$ cat src/rtl/pong_game.sv
// Pong game logic and pixel generator: per-frame paddle/ball/score update
// during vertical blanking, registered one-clock pixel colour output.
module pong_game #(
    parameter int H_ACTIVE     = 640,
    parameter int V_ACTIVE     = 480,
    parameter int PADDLE_W     = 8,
    parameter int PADDLE_H     = 64,
    parameter int BALL_SIZE    = 8,
    parameter int LEFT_X       = 16,
    parameter int RIGHT_X      = 616,
    parameter int PADDLE_STEP  = 4,
    parameter int BALL_SPEED   = 2,
    parameter int POINT_FRAMES = 60,
    parameter int WIN_SCORE    = 9
) (
    input  logic       clk,
    input  logic       reset,
    input  logic [9:0] hscan,
    input  logic [9:0] vscan,
    input  logic       btn_l_up,
    input  logic       btn_l_dn,
    input  logic       btn_r_up,
    input  logic       btn_r_dn,
    input  logic       serve,
    output logic       r,
    output logic       g,
    output logic       b,
    output logic [3:0] score_l,
    output logic [3:0] score_r
);
    typedef enum logic [1:0] {SERVE, PLAY, POINT, OVER} state_e;

    localparam logic [10:0] HA   = 11'(H_ACTIVE);
    localparam logic [10:0] VA   = 11'(V_ACTIVE);
    localparam logic [10:0] PW   = 11'(PADDLE_W);
    localparam logic [10:0] PH   = 11'(PADDLE_H);
    localparam logic [10:0] BS   = 11'(BALL_SIZE);
    localparam logic [10:0] LX   = 11'(LEFT_X);
    localparam logic [10:0] RX   = 11'(RIGHT_X);
    localparam logic [10:0] PS   = 11'(PADDLE_STEP);
    localparam logic [10:0] SP   = 11'(BALL_SPEED);
    localparam logic [10:0] PMAX = 11'(V_ACTIVE - PADDLE_H);
    localparam logic [10:0] CX   = 11'((H_ACTIVE - BALL_SIZE) / 2);
    localparam logic [10:0] CY   = 11'((V_ACTIVE - BALL_SIZE) / 2);
    localparam logic [10:0] NET0 = 11'(H_ACTIVE / 2 - 1);
    localparam logic [10:0] NET1 = 11'(H_ACTIVE / 2);
    localparam logic [3:0]  WIN  = 4'(WIN_SCORE);
    localparam int          CW   = $clog2(POINT_FRAMES + 1);
    localparam logic [CW-1:0] CLAST = CW'(POINT_FRAMES - 1);

    logic [4:0]    sync1_q, sync2_q;
    logic          tick_q;
    state_e        state_q, state_d;
    logic [10:0]   bx_q, bx_d, by_q, by_d;
    logic [10:0]   lpy_q, lpy_d, rpy_q, rpy_d;
    logic          dxr_q, dxr_d, dyd_q, dyd_d;
    logic [CW-1:0] cnt_q, cnt_d;
    logic [3:0]    sl_q, sl_d, sr_q, sr_d;
    logic [2:0]    rgb_q, rgb_d;

    logic lu, ld, ru, rd, srv;
    assign {lu, ld, ru, rd, srv} = sync2_q;

    always_ff @(posedge clk or negedge reset) begin
        if (!reset) begin
            sync1_q <= '0;
            sync2_q <= '0;
            tick_q  <= 1'b0;
        end else begin
            sync1_q <= {btn_l_up, btn_l_dn, btn_r_up, btn_r_dn, serve};
            sync2_q <= sync1_q;
            tick_q  <= (hscan == 10'd0) && ({1'b0, vscan} == VA);
        end
    end

    function automatic logic [10:0] pad_move(input logic [10:0] y,
                                             input logic up,
                                             input logic dn);
        logic [10:0] res;
        res = y;
        if (up && !dn)
            res = (y < PS) ? 11'd0 : y - PS;
        else if (dn && !up)
            res = (y + PS > PMAX) ? PMAX : y + PS;
        return res;
    endfunction

    // Paddle overlap uses the paddle positions shown in the frame just ended.
    logic ov_l, ov_r, hit_l, hit_r;
    assign ov_l  = (by_q + BS > lpy_q) && (by_q < lpy_q + PH);
    assign ov_r  = (by_q + BS > rpy_q) && (by_q < rpy_q + PH);
    assign hit_l = !dxr_q && (bx_q >= LX + PW) && (bx_q <= LX + PW + SP) && ov_l;
    assign hit_r = dxr_q && (bx_q + BS >= RX - SP) && (bx_q + BS <= RX) && ov_r;

    always_comb begin
        state_d = state_q;
        bx_d    = bx_q;
        by_d    = by_q;
        lpy_d   = lpy_q;
        rpy_d   = rpy_q;
        dxr_d   = dxr_q;
        dyd_d   = dyd_q;
        cnt_d   = cnt_q;
        sl_d    = sl_q;
        sr_d    = sr_q;
        if (tick_q) begin
            if (state_q != OVER) begin
                lpy_d = pad_move(lpy_q, lu, ld);
                rpy_d = pad_move(rpy_q, ru, rd);
            end
            unique case (state_q)
                SERVE: begin
                    bx_d = CX;
                    by_d = CY;
                    if (srv)
                        state_d = PLAY;
                end
                PLAY: begin
                    if (!dyd_q && by_q <= SP) begin
                        by_d  = 11'd0;
                        dyd_d = 1'b1;
                    end else if (dyd_q && by_q + BS + SP >= VA) begin
                        by_d  = VA - BS;
                        dyd_d = 1'b0;
                    end else begin
                        by_d = dyd_q ? by_q + SP : by_q - SP;
                    end
                    if (hit_l) begin
                        bx_d  = LX + PW;
                        dxr_d = 1'b1;
                    end else if (hit_r) begin
                        bx_d  = RX - BS;
                        dxr_d = 1'b0;
                    end else if (!dxr_q && bx_q < SP) begin
                        sr_d    = sr_q + 4'd1;
                        dxr_d   = 1'b0;
                        state_d = POINT;
                        cnt_d   = '0;
                        bx_d    = CX;
                        by_d    = CY;
                    end else if (dxr_q && bx_q + BS + SP > HA) begin
                        sl_d    = sl_q + 4'd1;
                        dxr_d   = 1'b1;
                        state_d = POINT;
                        cnt_d   = '0;
                        bx_d    = CX;
                        by_d    = CY;
                    end else begin
                        bx_d = dxr_q ? bx_q + SP : bx_q - SP;
                    end
                end
                POINT: begin
                    if (cnt_q == CLAST) begin
                        cnt_d   = '0;
                        state_d = (sl_q == WIN || sr_q == WIN) ? OVER : SERVE;
                    end else begin
                        cnt_d = cnt_q + 1'b1;
                    end
                end
                OVER: begin
                    if (srv) begin
                        sl_d    = 4'd0;
                        sr_d    = 4'd0;
                        state_d = SERVE;
                    end
                end
                default: ;
            endcase
        end
    end

    always_ff @(posedge clk or negedge reset) begin
        if (!reset) begin
            state_q <= SERVE;
            bx_q    <= CX;
            by_q    <= CY;
            lpy_q   <= PMAX >> 1;
            rpy_q   <= PMAX >> 1;
            dxr_q   <= 1'b1;
            dyd_q   <= 1'b1;
            cnt_q   <= '0;
            sl_q    <= 4'd0;
            sr_q    <= 4'd0;
        end else begin
            state_q <= state_d;
            bx_q    <= bx_d;
            by_q    <= by_d;
            lpy_q   <= lpy_d;
            rpy_q   <= rpy_d;
            dxr_q   <= dxr_d;
            dyd_q   <= dyd_d;
            cnt_q   <= cnt_d;
            sl_q    <= sl_d;
            sr_q    <= sr_d;
        end
    end

    logic [10:0] hx, vy;
    logic        active, hidden, in_ball, in_pad, in_net;
    assign hx      = {1'b0, hscan};
    assign vy      = {1'b0, vscan};
    assign active  = (hx < HA) && (vy < VA);
    assign hidden  = (state_q == POINT) || (state_q == OVER);
    assign in_ball = !hidden && hx >= bx_q && hx < bx_q + BS
                     && vy >= by_q && vy < by_q + BS;
    assign in_pad  = (hx >= LX && hx < LX + PW && vy >= lpy_q && vy < lpy_q + PH)
                     || (hx >= RX && hx < RX + PW && vy >= rpy_q && vy < rpy_q + PH);
    assign in_net  = (hx == NET0 || hx == NET1) && !vscan[3];

    always_comb begin
        rgb_d = 3'b000;
        if (!active)
            rgb_d = 3'b000;
        else if (in_ball)
            rgb_d = 3'b110;
        else if (in_pad)
            rgb_d = 3'b111;
        else if (in_net)
            rgb_d = 3'b001;
    end

    always_ff @(posedge clk or negedge reset) begin
        if (!reset)
            rgb_q <= 3'b000;
        else
            rgb_q <= rgb_d;
    end

    assign {r, g, b} = rgb_q;
    assign score_l   = sl_q;
    assign score_r   = sr_q;
endmodule

$ cat config.mk
export PLATFORM = sky130hd
export DESIGN_NAME = pong_game
export DESIGN_NICKNAME = d
export VERILOG_FILES = /design/src/rtl/pong_game.sv
export SDC_FILE = /design/constraint.sdc
export NUM_CORES = 1
export LEC_CHECK = 0
export CAP_MARGIN = 20
export CORE_AREA = 2 2 163 165
export DETAILED_ROUTE_END_ITERATION = 8
export DIE_AREA = 0 0 165 167
export PLACE_DENSITY = 0.5
export SYNTH_ARGS = -nofsm -noshare
export SYNTH_HDL_FRONTEND = slang
export SYNTH_SLANG_ARGS = --single-unit
$ cat constraint.sdc
create_clock -name clk -period 5 [get_ports clk]
set_clock_uncertainty 0.1 [all_clocks]
set_input_delay 1 -clock clk [delete_from_list [all_inputs] [get_ports clk]]
set_output_delay 1 -clock clk [all_outputs]
set_load 0.005 [all_outputs]
# == After elaboration in Yosys (flattened, before gate mapping) ==
# Cells that the tools add are included.
# op_classes
bitwise,0
n_addsub,17
n_div,0
n_lt_le_gt_ge,30
n_mul,0
shift,0
eq_ne,19
n_mux,57
reduce_logical,59
# op_table
operator,count
$mux W11,20
$add A11 B2 Y11 const B,4
$ge A10 B11 Y1,4
$lt A10 B11 Y1,4
$pmux W11 S2,2
$mux W4,8
$eq A10 B9 Y1 const B,3
$mux W6,5
$logic_and A1 B1 Y1,29
$add A11 B3 Y11 const B,2
$add A11 B4 Y11 const B,2
$add A11 B7 Y11 const B,2
$gt A11 B11 Y1,2
$gt A11 B9 Y1 const B,2
$lt A11 B11 Y1,2
$lt A11 B3 Y1 const B,2
$sub A11 B2 Y11 const B,2
$sub A11 B3 Y11 const B,2
$lt A10 B10 Y1 const B,2
$ne A2 B2 Y1 const B,9
$mux W2,8
$pmux W4 S2,2
$reduce_and A7 Y1,2
$pmux W6 S2,1
other kinds (32),61
# totals
output_inout_bits,11
latch_bits,0
mem_bits_rw,0
inputBits,27
rom_bits,0
elab_cells,196
register_bits,76
mem_count,0

# == Longest topological paths before layout ==
# depth
depth_word,11
ltp_mapped,16
ltp_nobuf,14

# == Worst setup path before layout ==
# OpenSTA, ideal clock, no wires.
# synth_path
path_type,reg2reg
from,reg by_q[3]
to,reg by_q[9]
slack_ps,1352
stages_incl_launch_ff,17
setup_time_ps,139
synth_period_minus_slack_ps,3648
n_path_buf,3
arrival_ps,3409
path_cell_list,dfstp_2 clkbuf_1 nand4_1 or2_2 xnor2_1 ha_1 nand4_1 or4_1 nor4b_1 nand4_1 and2_1 buf_2 inv_1 o21a_4 buf_6 nand4_1 o221ai_1
# synth_via
elab_chain_len,11
elab_cells_between_ends,24
# synth_lines
item,line,source
"start, declared",54,"logic [10:0] bx_q, bx_d, by_q, by_d;"
"start signal, assigned",187,by_q <= by_d;
$add A11 B4 Y11,"90, 91, 122",
$add A11 B2 Y11,122,end else if (dyd_q && by_q + BS + SP >= VA) begin
$ge A11 B9 Y1,122,
$logic_and A1 B1 Y1,122,
$mux W11,122,
$mux W11,119,if (!dyd_q && by_q <= SP) begin
$mux W11,141,end else if (dxr_q && bx_q + BS + SP > HA) begin
$mux W11,134,end else if (!dxr_q && bx_q < SP) begin
$mux W11,131,end else if (hit_r) begin
$mux W11 *,128,if (hit_l) begin
$pmux W11 S2 *,111,unique case (state_q)
# Mark *: on every way between the ends. The rest lies on a longest branch, timed or not.
# A chain may end at the register's enable or synchronous reset.

# == Final worst setup path ==
# layout_path
from,reg by_q[3]
to,reg sl_q[2] (netlist: score_l[2])
# layout_via
elab_chain_len,6
elab_cells_between_ends,12
# layout_lines
item,line,source
$add A11 B4 Y11,"90, 91",
$gt A11 B11 Y1 (on tied branches),"91, 90",
$logic_and A1 B1 Y1 (on tied branches),"91, 90",
$logic_and A1 B1 Y1 (on tied branches),"93, 92",
$ne A2 B2 Y1 (no line),-,
$reduce_and A7 Y1 (no line) *,-,
"end signal, assigned",193,sl_q <= sl_d;
"end, declared",58,"logic [3:0] sl_q, sl_d, sr_q, sr_d;"
# Marked as above.

==> impl_metrics.csv <==
group,metric,value,unit
critical_path,cp_max_fo,16,
critical_path,setup.worst_path.start,"by_q[3]",
critical_path,cpMaxStageDelayCell,"dfstp_2",
clocking,clkTransAtPathRegs,0.07,ns
yosys,mappedNetlistArea,7662,um2
critical_path,cp-end-kind,"flop",
yosys,ys.flop_type,"dfrtp_1",
place,port_buffers,37,
timing,setup_slack,0.6514,ns
cells_and_area,multi_input_area,5429,um2
clocking,ctsResizeCount,0,
place,gp_routability_congestion,0.8525,
timing,tns,0,ns
detailed_routing,drc_errors,0,
place,dp.cells,1295,
cells_and_area,area_growth,12.00,%
critical_path,crit_end,"score_l[2]",
critical_path,path_cells,"ha_1, nand3_1, o21ai_0, nand2_1, ha_1, nand4_1, or4_1, nor4b_1, nand4_1, and2_1, nand2_1, o21ai_1, a21o_1, a21oi_1",
hold_path,min_delay_path_depth,0,
timing,min_period,4.349,ns
grt,grt_antenna_before_repair,0,
grt,grt_pass1_vias,6931,
yosys,synthesis.instances,961,
power,p_total,1.339,mW
yosys,synth_area_per_cell,7.973,um2
yosys,ys_types,78,
timing,finalCritPeriodShare,86.97,%
cells_and_area,final_cells,1311,
clocking,cts.sinks,70,
detailed_routing,drt_iter0_markers,530,
yosys,ys_async_sr_fraction,100.0,%
floorplan,io_pins,38,
clocking,cts_made_buffers,9,
critical_path,worst-path-buf-inv,0,
cells_and_area,n_fill_cell,2718,
floorplan,coreArea,25760,um2
critical_path,rr_worst_depth,14,
cells_and_area,drive_gt1_share,6.250,%
critical_path,reg2reg_from,"by_q[3]",
detailed_routing,ant_nets,0,
yosys,synth-seq-cells,70,
detailed_routing,wire_per_inst,17.87,um
critical_path,crit_cells,14,
detailed_routing,routed_via_density,5.510,
grt,grt_overflow_total,0,
floorplan,die_w,165,um
critical_path,startpoint_type,"flop",
floorplan,initial_core_util,29.74,%
place,preCtsSetupSlack,0.6636,ns
timing,slew_viol_final,0,
grt,grtUsageTotal,17.54,%
detailed_routing,wirelength,23430,um
yosys,synthMostInstantiatedCell,"ha_1",
clocking,clock_latency,0.35,ns
clocking,root_buffer,"clkbuf_16",
timing,fin_hold_ws,0.2539,ns
critical_path,max_stage_delay,0.71,ns
power,leakagePower,3.624,nW
critical_path,crit_family,"simple AND/OR/NAND/NOR gates",
timing,relSlewSlack,26.34,%
critical_path,r2r_end,"score_l[2]",
yosys,yosysSeqAreaShare,23.15,%
flow_run,cap_viol_max_count,0,
clocking,post-cts-setup-buffers,0,
clocking,cts_buffer_depth,2,
yosys,yosysWarnings,0,
yosys,yosys.area.top_type_share,19.76,%
yosys,yosysTopAreaCell,"ha_1",
yosys,synth.net_count,1109,
critical_path,worstSetupPathType,"flop to flop",
cells_and_area,area.sequential,1774,um2
critical_path,r2r_slack,0.65,ns
timing,setup_viol,0,
timing,rsz0062_at_grt,"no",
power,peakVddDrop,0.0001096,V
clocking,hold_buffers,0,
clocking,htreeDepth,3,
floorplan,die_area,27560,um2
power,powerDensity,156.0,nW/um2
yosys,synthTopCellsByCount,"ha_1 (121), nand2_1 (86), a21oi_1 (72)",
grt,grt_pass1_wl,38450,um
yosys,synth-edff-count,0,
detailed_routing,drt_first_pass_iters,5,
floorplan,fp.dieH,167,um
timing,finalHoldViolCount,0,
hold_path,hp-class,"flop to flop",
clocking,cts_tree,"done",
timing,fmax,230.0,MHz
outcome,status,"complete, no violations",
yosys,synthTopCellsByArea,"ha_1 (20%), dfrtp_1 (17%), dfstp_2 (6.2%), a21oi_1 (4.7%), o21ai_0 (4.5%)",
grt,grt_max_degree,71,
detailed_routing,num_vias,7223,
cells_and_area,n_antenna_cell,0,
timing,worst_pin_slew,1.093,ns
floorplan,rows,59,
cells_and_area,final_nets,1119,
place,dp_hpwl,18200,um
critical_path,cp.required,5.13,ns
critical_path,cp.arrival,4.47,ns
cells by family (layout without fill, tap and decap cells):
logic type               count (synthesis)  count (layout)  synth area share, %
flip-flops                              70              70                23.15
buffers and inverters                  114             129                5.993
adder cells (fa/ha/maj)                121             121                19.76
AO/OA/AOI/OAI                          295             295                25.52
AND/OR/NAND/NOR                        328             328                21.69
XOR/XNOR                                27              27                3.086
multiplexers                             6               6               0.8001
where the power goes:
group / leakage (nW) / total (mW) / internal, mW / switching, mW
clock: 0.139 / 0.652 / 0.348 / 0.304
combinational: 2.60 / 0.115 / 0.0501 / 0.0647
sequential: 0.889 / 0.573 / 0.571 / 0.00151
how the worst min path moves through the flow:
stage	startpoint	end
after global placement	sync1_q[0]	sync2_q[0]
final	sync1_q[2]	sync2_q[2]
after CTS	sync1_q[2]	sync2_q[2]
after detailed placement	sync1_q[0]	sync2_q[0]
after floorplan	sync1_q[0]	sync2_q[0]
after global routing	sync1_q[2]	sync2_q[2]
layout by cell type, fill, tap and decap left out, drive strengths merged, types with 23 or more instances in the layout:
| cell | count |
|---|---|
| a21oi | 73 |
| clkdlybuf4s50 | 36 |
| dfrtp | 52 |
| ha | 121 |
| inv | 76 |
| nand2 | 86 |
| nand3 | 51 |
| nand4 | 24 |
| nor2 | 54 |
| nor3 | 26 |
| o21ai | 74 |
| xnor2 | 23 |
metal layers:
layer  global-route usage [%]  vias to the layer above  part of all wire (%)
li1                         -                     3595                     -
met1                    24.85                     3456                    49
met2                    27.64                      143                    46
met3                    2.516                       29                   3.4
met4                    4.877                        0                   2.1
met5                        0                        -                     0
state kept, by name, indices dropped and copies added (netlist names), 4 cells and up:
name	count
by_q	11
score_l	4
lpy_q	9
rpy_q	9
bx_q	10
score_r	4
cnt_q	6
sync1_q	5
sync2_q	5
through the flow:
step	cell area (um2)	utilization, %
6_report	8582	33.31
3_5_place_dp	8294	32.19
5_1_grt	8582	33.31
4_1_cts	8582	33.31
3_3_place_gp	8294	32.19
2_1_floorplan	7662	-
worst register-to-register path: stages, from the launching register on:
cell     delay (ns)
dfstp_2        0.71
ha_1           0.33
nand3_1        0.21
o21ai_0        0.25
nand2_1        0.17
ha_1           0.33
nand4_1        0.12
or4_1          0.52
nor4b_1        0.19
nand4_1        0.13
and2_1         0.38
nand2_1        0.18
o21ai_1        0.37
a21o_1         0.17
a21oi_1        0.05
final cells by class:
type / count / area share, %
Sequential cell: 70 / 20.67
Timing Repair Buffer: 42 / 4.724
Clock inverter: 7 / 0.7290
Tap cell: 335 / 4.884
Multi-Input combinational cell: 777 / 63.26
Clock buffer: 9 / 2.624
Inverter: 71 / 3.105
Power figures use the tool's default switching activity.
